$ cat config.mk
export PLATFORM = sky130hd
export DESIGN_NAME = muldiv_unit
export DESIGN_NICKNAME = d
export VERILOG_FILES = /design/src/rtl/muldiv_unit_pkg.sv /design/src/rtl/muldiv_unit_iterative_divider.sv /design/src/rtl/muldiv_unit.sv
export SDC_FILE = /design/constraint.sdc
export NUM_CORES = 1
export LEC_CHECK = 0
export ABC_AREA = 0
export BUFFER_PORTS_ARGS = -buffer_cell sky130_fd_sc_hd__buf_2
export CAP_MARGIN = 15
export CORE_MARGIN = 2
export CORE_UTILIZATION = 40
export CTS_CLUSTER_SIZE = 40
export DETAILED_ROUTE_END_ITERATION = 10
export GPL_TIMING_DRIVEN = 0
export MAX_ROUTING_LAYER = met4
export PLACE_DENSITY = 0.67
export SYNTH_ARGS = -nofsm -noshare
export SYNTH_HDL_FRONTEND = slang
export SYNTH_SLANG_ARGS = --single-unit
$ cat constraint.sdc
create_clock -name clk -period 3 [get_ports clk]
set_clock_uncertainty 0.15 [all_clocks]
set_input_delay 0.15 -clock clk [delete_from_list [all_inputs] [get_ports clk]]
set_output_delay 0.15 -clock clk [all_outputs]
set_load 0.01 [all_outputs]
$ cat src/rtl/muldiv_unit_pkg.sv
// muldiv_unit_pkg: op codes shared by the multiply/divide unit and decode
package muldiv_unit_pkg;
  localparam int MDU_OP_WIDTH = 3;
  localparam logic [MDU_OP_WIDTH-1:0] MDU_OP_MULT  = 3'd0;
  localparam logic [MDU_OP_WIDTH-1:0] MDU_OP_MULTU = 3'd1;
  localparam logic [MDU_OP_WIDTH-1:0] MDU_OP_DIV   = 3'd2;
  localparam logic [MDU_OP_WIDTH-1:0] MDU_OP_DIVU  = 3'd3;
  localparam logic [MDU_OP_WIDTH-1:0] MDU_OP_MTHI  = 3'd4;
  localparam logic [MDU_OP_WIDTH-1:0] MDU_OP_MTLO  = 3'd5;
endpackage

$ cat src/rtl/muldiv_unit_iterative_divider.sv
// muldiv_unit_iterative_divider: restoring unsigned divider, one quotient bit per cycle
module muldiv_unit_iterative_divider #(
  parameter int DATA_WIDTH = 32
) (
  input  logic                  clk,
  input  logic                  rst,
  input  logic                  start,
  input  logic                  abort,
  input  logic [DATA_WIDTH-1:0] dividend,
  input  logic [DATA_WIDTH-1:0] divisor,
  output logic                  done,
  output logic [DATA_WIDTH-1:0] quot,
  output logic [DATA_WIDTH-1:0] rem
);
  localparam int CW = $clog2(DATA_WIDTH);
  logic                  running;
  logic [CW-1:0]         cnt;
  logic [DATA_WIDTH-1:0] dvs;
  logic [DATA_WIDTH:0]   trial;
  logic                  fits;
  always_comb begin
    trial = {rem, quot[DATA_WIDTH-1]};
    fits = trial >= {1'b0, dvs};
    done = running && cnt == CW'(DATA_WIDTH - 1);
  end
  always_ff @(posedge clk) begin
    if (rst) begin
      running <= 1'b0;
      cnt <= '0;
      dvs <= '0;
      quot <= '0;
      rem <= '0;
    end else if (start) begin
      running <= 1'b1;
      cnt <= '0;
      dvs <= divisor;
      quot <= dividend;
      rem <= '0;
    end else if (abort) begin
      running <= 1'b0;
    end else if (running) begin
      running <= !done;
      cnt <= cnt + 1'b1;
      quot <= {quot[DATA_WIDTH-2:0], fits};
      rem <= fits ? DATA_WIDTH'(trial - {1'b0, dvs}) : trial[DATA_WIDTH-1:0];
    end
  end
endmodule

$ cat src/rtl/muldiv_unit.sv
// muldiv_unit: iterative multiply/divide unit owning the HI/LO register pair
module muldiv_unit #(
  parameter int DATA_WIDTH = 32,
  parameter int MDU_OP_WIDTH = muldiv_unit_pkg::MDU_OP_WIDTH
) (
  input  logic                    clk,
  input  logic                    rst,
  input  logic                    start,
  input  logic [MDU_OP_WIDTH-1:0] op,
  input  logic [DATA_WIDTH-1:0]   rs,
  input  logic [DATA_WIDTH-1:0]   rt,
  input  logic                    flush,
  output logic                    busy,
  output logic                    done,
  output logic [DATA_WIDTH-1:0]   hi,
  output logic [DATA_WIDTH-1:0]   lo
);
  import muldiv_unit_pkg::*;
  localparam int CW = $clog2(DATA_WIDTH);
  typedef enum logic [1:0] {IDLE, CALC, FIX} state_t;
  state_t                  state;
  logic [CW-1:0]           cnt;
  logic [DATA_WIDTH-1:0]   mcand, acc, mplr;
  logic                    is_div, neg_res, neg_rem, div0;
  logic                    op_mul, op_div, sa, sb, div_start, div_done, last;
  logic [DATA_WIDTH-1:0]   mag_a, mag_b, quot, rem, q_fix, r_fix;
  logic [DATA_WIDTH:0]     sum;
  logic [2*DATA_WIDTH-1:0] p_fix;
  always_comb begin
    op_mul = op == MDU_OP_MULT || op == MDU_OP_MULTU;
    op_div = op == MDU_OP_DIV || op == MDU_OP_DIVU;
    sa = (op == MDU_OP_MULT || op == MDU_OP_DIV) && rs[DATA_WIDTH-1];
    sb = (op == MDU_OP_MULT || op == MDU_OP_DIV) && rt[DATA_WIDTH-1];
    mag_a = sa ? -rs : rs;
    mag_b = sb ? -rt : rt;
    div_start = state == IDLE && start && !flush && op_div;
    sum = {1'b0, acc} + {1'b0, (mplr[0] ? mcand : {DATA_WIDTH{1'b0}})};
    last = is_div ? div_done : cnt == CW'(DATA_WIDTH - 1);
    p_fix = neg_res ? -{acc, mplr} : {acc, mplr};
    q_fix = div0 ? '1 : neg_res ? -quot : quot;
    r_fix = neg_rem ? -rem : rem;
  end
  muldiv_unit_iterative_divider #(.DATA_WIDTH(DATA_WIDTH)) u_div (
    .clk(clk),
    .rst(rst),
    .start(div_start),
    .abort(flush),
    .dividend(mag_a),
    .divisor(mag_b),
    .done(div_done),
    .quot(quot),
    .rem(rem)
  );
  always_ff @(posedge clk) begin
    if (rst) begin
      state <= IDLE;
      cnt <= '0;
      hi <= '0;
      lo <= '0;
      busy <= 1'b0;
      done <= 1'b0;
      mcand <= '0;
      acc <= '0;
      mplr <= '0;
      is_div <= 1'b0;
      neg_res <= 1'b0;
      neg_rem <= 1'b0;
      div0 <= 1'b0;
    end else begin
      done <= 1'b0;
      if (flush) begin
        state <= IDLE;
        busy <= 1'b0;
      end else if (state == IDLE) begin
        if (start && op == MDU_OP_MTHI) hi <= rs;
        if (start && op == MDU_OP_MTLO) lo <= rs;
        if (start && (op_mul || op_div)) begin
          state <= CALC;
          busy <= 1'b1;
          cnt <= '0;
          mcand <= mag_a;
          acc <= '0;
          mplr <= mag_b;
          is_div <= op_div;
          neg_res <= sa ^ sb;
          neg_rem <= sa;
          div0 <= rt == '0;
        end
      end else if (state == CALC) begin
        cnt <= cnt + 1'b1;
        acc <= sum[DATA_WIDTH:1];
        mplr <= {sum[0], mplr[DATA_WIDTH-1:1]};
        if (last) state <= FIX;
      end else begin
        state <= IDLE;
        busy <= 1'b0;
        done <= 1'b1;
        {hi, lo} <= is_div ? {r_fix, q_fix} : p_fix;
      end
    end
  end
endmodule

==> out/qor.yml, run 1 <==
max_cap_violations: 0
ios: 137
total_power_mw: 11.81
critical_path_arrival_ns: 3.52
yosys_warnings: 0
root_buffer: "clkbuf_16"
rr_endpoint: "hi[30]$_SDFFE_PP0P_"
rr_worst_depth: 12
seq_area_frac_synth_pct: 28.76
hp-start: "rt[12]"
hold_ws_ns: 0.03888
fin_util_pct: 51.69
max_stage_delay_ns: 0.49
cts_sinks: 275
cts_tree: "built"
die_height_um: 222.8
synth_nets: 2689
drv_slew: 0
syn_area_per_cell_um2: 7.528
die_area_um2: 49630
combPwrFrac_pct: 26.2
internal_power_mw: 7.917
clk-insertion-delay-late_ns: 0.56
wl_per_cell_um: 26.43
finalWirelength_um: 91260
firstDrtPassIters: 5
cp.required_ns: 3.32
rsz0062_at_grt: "true"
critPathMaxFanout: 6
die_x_um: 222.8
fin_nets: 2958
ys_types: 83
numCtsBuffers: 35
timing.final.ws_setup_ns: -0.1981
p_sw_share_pct: 32.99
ys_ff_latch: 275
numPortBuffers: 134
grt_use_total_pct: 36.35
outcome: "finished, violations left"
cts.path.max_buffers: 3
detail-route-antenna-nets: 0
grt_pass1_vias: 20000
cp-start-kind: "flip-flop"
clk_pin_slew_ns: 0.06
p_switching_mw: 3.898
finalCriticalPeriod_ns: 3.198
holdCritPathClass: "primary input to flip-flop"
slew_headroom_pct: 21.70
cts_htree_levels: 2
worst_pin_slew_ns: 1.162
num-fill-cells: 4553
p_per_area_nw_per_um2: 481.7
drt_iter0_drc: 2498
critical_path_class: "flip-flop to flip-flop"
synth_edf_count: 0
p_clk_share_pct: 40.6
overflow: 0
endpoint_kind: "flip-flop"
min_to: "u_div.dvs[12]$_SDFFE_PP0P_"
drc: 0
coreArea_um2: 47450
start_util_pct: 40.35
syn2layout_area_growth_pct: 28.11
vias_per_cell: 6.330
hold_violations: 0
rows: 80
syn_inst: 2543
hpwl_um: 70420
pwr-share-seq_pct: 33.2
grt_pass1_wl_um: 130800
netlist_area_um2: 19140
final-setup-viol-count: 22
pre_cts_slack_ns: -1.365
cp_cell_sequence: "clkbuf_16 -> clkinv_8 -> ha_4 -> or4b_4 -> nor3_4 -> nand4_1 -> buf_6 -> or3_4 -> o31ai_4 -> xnor2_2 -> o21ai_1 -> a31oi_1"
fmax_mhz: 312.7
antenna_found_initial: 2
p_leak_nw: 9.480
grt_max_degree: 14
r2r_setup_slack_ns: -0.20
gp_congestion: 1.040
drive_gt1_share_pct: 18.93
whs_path_depth: 3
synth_ff_type: "dfxtp_1"
violations: "setup timing"
period_share_pct: 106.6
async_reset_ff_share_pct: 0
timing.rr.start: "mplr[0]$_SDFFE_PP0P_"
via_count: 21860
cp_slowest_cell: "or4b_4"
worst_ir_drop_vdd_v: 0.0002635
==> area by class of cell <==
cell class / instances / area [um2] / area share [%]
Inverter: 77 / 304.0 / 1.240
Clock buffer: 48 / 1027 / 4.188
Buffer: 155 / 690.7 / 2.816
Timing Repair Buffer: 251 / 1727 / 7.040
Multi-Input combinational cell: 2017 / 14190 / 57.88
Antenna cell: 1 / 2.502 / 0.01020
Clock inverter: 14 / 250.2 / 1.020
Tap cell: 615 / 769.5 / 3.137
Sequential cell: 275 / 5560 / 22.67
==> how the worst max path moves through the flow <==
stage                               startpoint                    to  slack [ns]  depth (start not counted)
after floorplan           mplr[0]$_SDFFE_PP0P_  acc[26]$_SDFFE_PP0P_      -0.005                         12
after global placement    mplr[0]$_SDFFE_PP0P_   hi[14]$_SDFFE_PP0P_       -1.36                         11
after detailed placement  mplr[0]$_SDFFE_PP0P_   hi[14]$_SDFFE_PP0P_       -1.37                         11
after CTS                 mplr[0]$_SDFFE_PP0P_   hi[24]$_SDFFE_PP0P_       -0.15                         12
after global routing      mplr[0]$_SDFFE_PP0P_   hi[30]$_SDFFE_PP0P_       -0.26                         12
final                     mplr[0]$_SDFFE_PP0P_   hi[30]$_SDFFE_PP0P_       -0.20                         12
==> cell usage in the layout (no fill, tap or decap), types with 33 or more instances in the layout <==
cell type	instances
a211oi_1	79
a21o_1	36
a21oi_1	162
a311oi_1	73
and2_1	35
buf_2	140
buf_4	52
clkbuf_1	121
clkbuf_16	39
dfxtp_1	247
dlygate4sd3_1	55
ha_1	50
inv_1	72
nand2_1	272
nor2_1	301
nor3_1	49
o21ai_0	104
o21ai_1	36
o31ai_1	33
xnor2_1	127
xor2_1	80
==> power groups by stage <==
stage          Clock (mW)  Sequential, mW  Combinational [mW]
2_1_floorplan           0            3.94                1.50
3_3_place_gp            0            3.99                2.31
3_5_place_dp            0            3.99                2.33
4_1_cts              4.80            3.91                2.73
5_1_grt              4.93            3.93                3.24
6_report             4.80            3.92                3.09
==> through the flow <==
stage                     cell area (um2)  std cells   TNS (ns)
after detailed placement            20600       3292     -88.99
after CTS                           23450       3437     -1.049
after global placement              20600       3292     -81.56
final                               24530       3453     -1.440
after global routing                24530       3453     -3.720
after floorplan                     19160       2543  -0.004578
==> routing by layer <==
metal  global-route usage [%]  share of wire [%]
met1                    49.93                 44
met2                    52.41                 42
met3                    6.982                 10
met4                    14.07                4.5
met5                        -                  0
==> state kept, by name (all words and copies together), names as in the netlist, 2 cells and up <==
register,flops
acc,32
hi,32
lo,32
mcand,32
mplr,32
u_div.dvs,32
u_div.quot,32
u_div.rem,32
cnt,5
u_div.cnt,5
state,2
==> synthesized netlist by cell type (37+ instances only) <==
library cell,instances,area (um2)
nor2_1,309,1160
a211oi_1,84,630.6
a21o_1,37,277.8
ha_1,73,913.4
xor2_1,82,718.2
and2_1,38,237.7
a311oi_1,75,656.9
a21oi_1,174,870.8
o31ai_1,48,360.4
clkbuf_1,153,574.3
nor3_1,57,285.3
xnor2_1,145,1270
dfxtp_1,275,5505
nand2_1,276,1036
o21ai_0,130,650.6
inv_1,76,285.3
==> critical path, delay by kind of cell, from the launching register on <==
kind	cells	cell delay [ns]
AND/OR/NAND/NOR	4	1.29
XOR/XNOR	1	0.16
adder cells (fa/ha/maj)	1	0.12
flip-flops	1	0.40
buffers and inverters	3	0.41
AO/OA/AOI/OAI	3	0.59
==> logic make-up after synthesis <==
kind of cell | after synthesis | synth area share (%)
and+or+nand+nor | 906 | 22.15
AOI/OAI and AO/OA | 784 | 27.41
DFF | 275 | 28.76
buffers and inverters | 251 | 5.013
xor gates and xnor gates | 227 | 10.38
adders and majority gates | 75 | 4.980
muxes | 25 | 1.307
==> timing repair <==
action | 4_1_cts | 5_1_grt
hold endpoints to repair | 124 | 1
buffers inserted | 39 | 22
gates cloned | 1 | 0
resized for setup | 181 | 214
setup endpoints to repair | 165 | 170
pin swaps | 64 | 93
hold buffers | 54 | 1
Note: power is estimated with default switching activity, not from simulation.
==> run 2: changes to the inputs <==
PLACE_DENSITY = 0.55   (was 0.67)
==> run 2 against run 1 <==
The flow still finishes with violations (setup timing). Cell area is 0.51% higher. Register-to-register slack better by 0.05 ns. Clock-buffer cell count fell by 3. Fmax is 1.5% higher. Cell count increased by 0.26%. Critical path depth is 1 higher. Flip-flop and latch count is the same. Highest routed layer unchanged.
==> out/qor.yml, run 2 (synthesized netlist as in run 1, its figures left out) <==
grt_pass1_vias: 19710  # -1.4%
numPortBuffers: 134  # unchanged
clk-insertion-delay-late_ns: 0.56  # about the same
cts_tree: "built"
via_count: 21700  # -0.73%
die_area_um2: 49630  # unchanged
fin_nets: 2965  # +0.24%
ios: 137  # unchanged
worst_pin_slew_ns: 1.208  # +0.04560 ns
critPathMaxFanout: 6  # unchanged
critical_path_class: "flip-flop to flip-flop"
vias_per_cell: 6.267  # -0.99%
cts_sinks: 275  # unchanged
seqCellArea_um2: 5588  # +0.50%
drive_gt1_share_pct: 19.68  # +0.75 points
final_common_cell: "nor2_1"
worst_ir_drop_vdd_v: 0.0004669  # +77%
pre_cts_slack_ns: -1.280  # +0.08534 ns
critical_path_arrival_ns: 3.40  # -0.12 ns
grt_use_total_pct: 38.73  # +2.4 points
hold_violations: 0  # unchanged
grt_max_degree: 14  # unchanged
slew_headroom_pct: 19.48  # -2.2 points
num-fill-cells: 4660  # +2.4%
detail-route-antenna-nets: 0  # unchanged
final-setup-viol-count: 25  # +14%
layout_common_cells: "nor2_1, nand2_1, dfxtp_1"
endpoint_kind: "flip-flop"
firstDrtPassIters: 6  # +1
fmax_mhz: 317.3  # +1.5%
overflow: 0  # unchanged
r2r_setup_slack_ns: -0.15  # +0.05 ns
violations: "setup timing"
cp-start-kind: "flip-flop"
finalCriticalPeriod_ns: 3.151  # -0.04669 ns
multiInputGateArea_um2: 14240  # +0.35%
gp_congestion: 1.056  # +1.5%
root_buffer: "clkbuf_16"
clk_pin_slew_ns: 0.06  # about the same
dp.cells: 3293  # +0.030%
drc: 0  # unchanged
rsz0062_at_grt: "true"
tns_ns: -1.624  # -0.1844 ns
wl_per_cell_um: 28.02  # +6.0%
die_x_um: 222.8  # unchanged
cp.required_ns: 3.24  # -0.08 ns
syn2layout_area_growth_pct: 28.76
p_per_area_nw_per_um2: 467.2  # -3.0%
cts_htree_levels: 2  # unchanged
cts.path.max_buffers: 3  # unchanged
period_share_pct: 105.0  # -1.6 points
p_leak_nw: 9.577  # +1.0%
max_cap_violations: 0  # unchanged
timing.final.ws_setup_ns: -0.1514  # +0.04669 ns
numCtsBuffers: 34  # -2.9%
final_cell_count_no_fill: 3462  # +0.26%
outcome: "finished, violations left"
coreArea_um2: 47450  # unchanged
die_height_um: 222.8  # unchanged
rows: 80  # unchanged
grt_pass1_wl_um: 136800  # +4.5%
drv_slew: 0  # unchanged
holdCritPathClass: "primary input to flip-flop"
hpwl_um: 75780  # +7.6%
start_util_pct: 40.35  # unchanged
antenna_found_initial: 8  # +6
finalWirelength_um: 97000  # +6.3%
drt_iter0_drc: 2429  # -2.8%
run 2: power by group:
| group | internal (mW) | switching [mW] | total [mW] |
|---|---|---|---|
| sequential | 3.77 | 0.166 | 3.94 |
| clock | 2.76 | 1.77 | 4.52 |
| combinational | 1.16 | 1.89 | 3.06 |
| total | 7.69 | 3.83 | 11.5 |
run 2: area by class of cell:
type                    count  area share, %
well taps                 615          3.122
clock buffers              45          3.868
multi-input cells        2017          57.79
diodes                      7        0.07106
repair buffers            258          7.512
clock inverters            12         0.9136
plain buffers             156          2.827
inverters                  77          1.233
flip-flops and latches    275          22.67
run 2: worst max-delay path, stage by stage (launching register included):
cell	delay (ns)
dfxtp_4	0.38
clkbuf_16	0.18
clkinv_8	0.05
ha_4	0.12
or4b_4	0.50
nor3_4	0.16
nand4_1	0.17
buf_6	0.19
buf_6	0.11
nor3_4	0.25
mux2i_1	0.22
nand4_1	0.25
o21ai_1	0.19
nor2_1	0.06
run 2: path summary, 6_finish.rpt:
path / endpoint / from / cells past startpoint
setup reg to reg: hi[8]$_SDFFE_PP0P_ / mplr[0]$_SDFFE_PP0P_ / 13
hold reg to reg: mcand[30]$_SDFFE_PP0P_ / mcand[30]$_SDFFE_PP0P_ / 2
hold / removal: u_div.dvs[27]$_SDFFE_PP0P_ / rt[27] / 3
setup / recovery: hi[8]$_SDFFE_PP0P_ / mplr[0]$_SDFFE_PP0P_ / 13
run 2: per-layer routing:
layer | GRT usage [%] | wire [um] | vias to the layer above
met5 | - | 0 | -
met4 | 10.72 | 2911 | 0
met3 | 9.336 | 8844 | 158
met2 | 55.56 | 40770 | 1128
met1 | 53.85 | 44470 | 10610
li1 | - | - | 9800
run 2: repair_timing:
| item | in CTS | in global routing |
|---|---|---|
| hold buffers | 66 | 1 |
| gates cloned | 1 | 0 |
| resized for setup | 214 | 204 |
| hold endpoints to repair | 123 | 3 |
| pin swaps | 57 | 80 |
| endpoints found under the setup margin | 159 | 154 |
| setup buffers | 34 | 22 |
run 2: metrics by stage:
| step | hold slack, ns | util (%) | area [um2] | total power [mW] |
|---|---|---|---|---|
| after floorplan | 0.1360 | - | 19160 | 5.448 |
| final | 0.02383 | 51.96 | 24650 | 11.52 |
| after global placement | 0.2945 | 43.41 | 20600 | 6.327 |
| after detailed placement | 0.2983 | 43.44 | 20610 | 6.342 |
| after global routing | 0.03869 | 51.96 | 24650 | 11.84 |
| after CTS | 0.0007631 | 49.87 | 23660 | 11.18 |
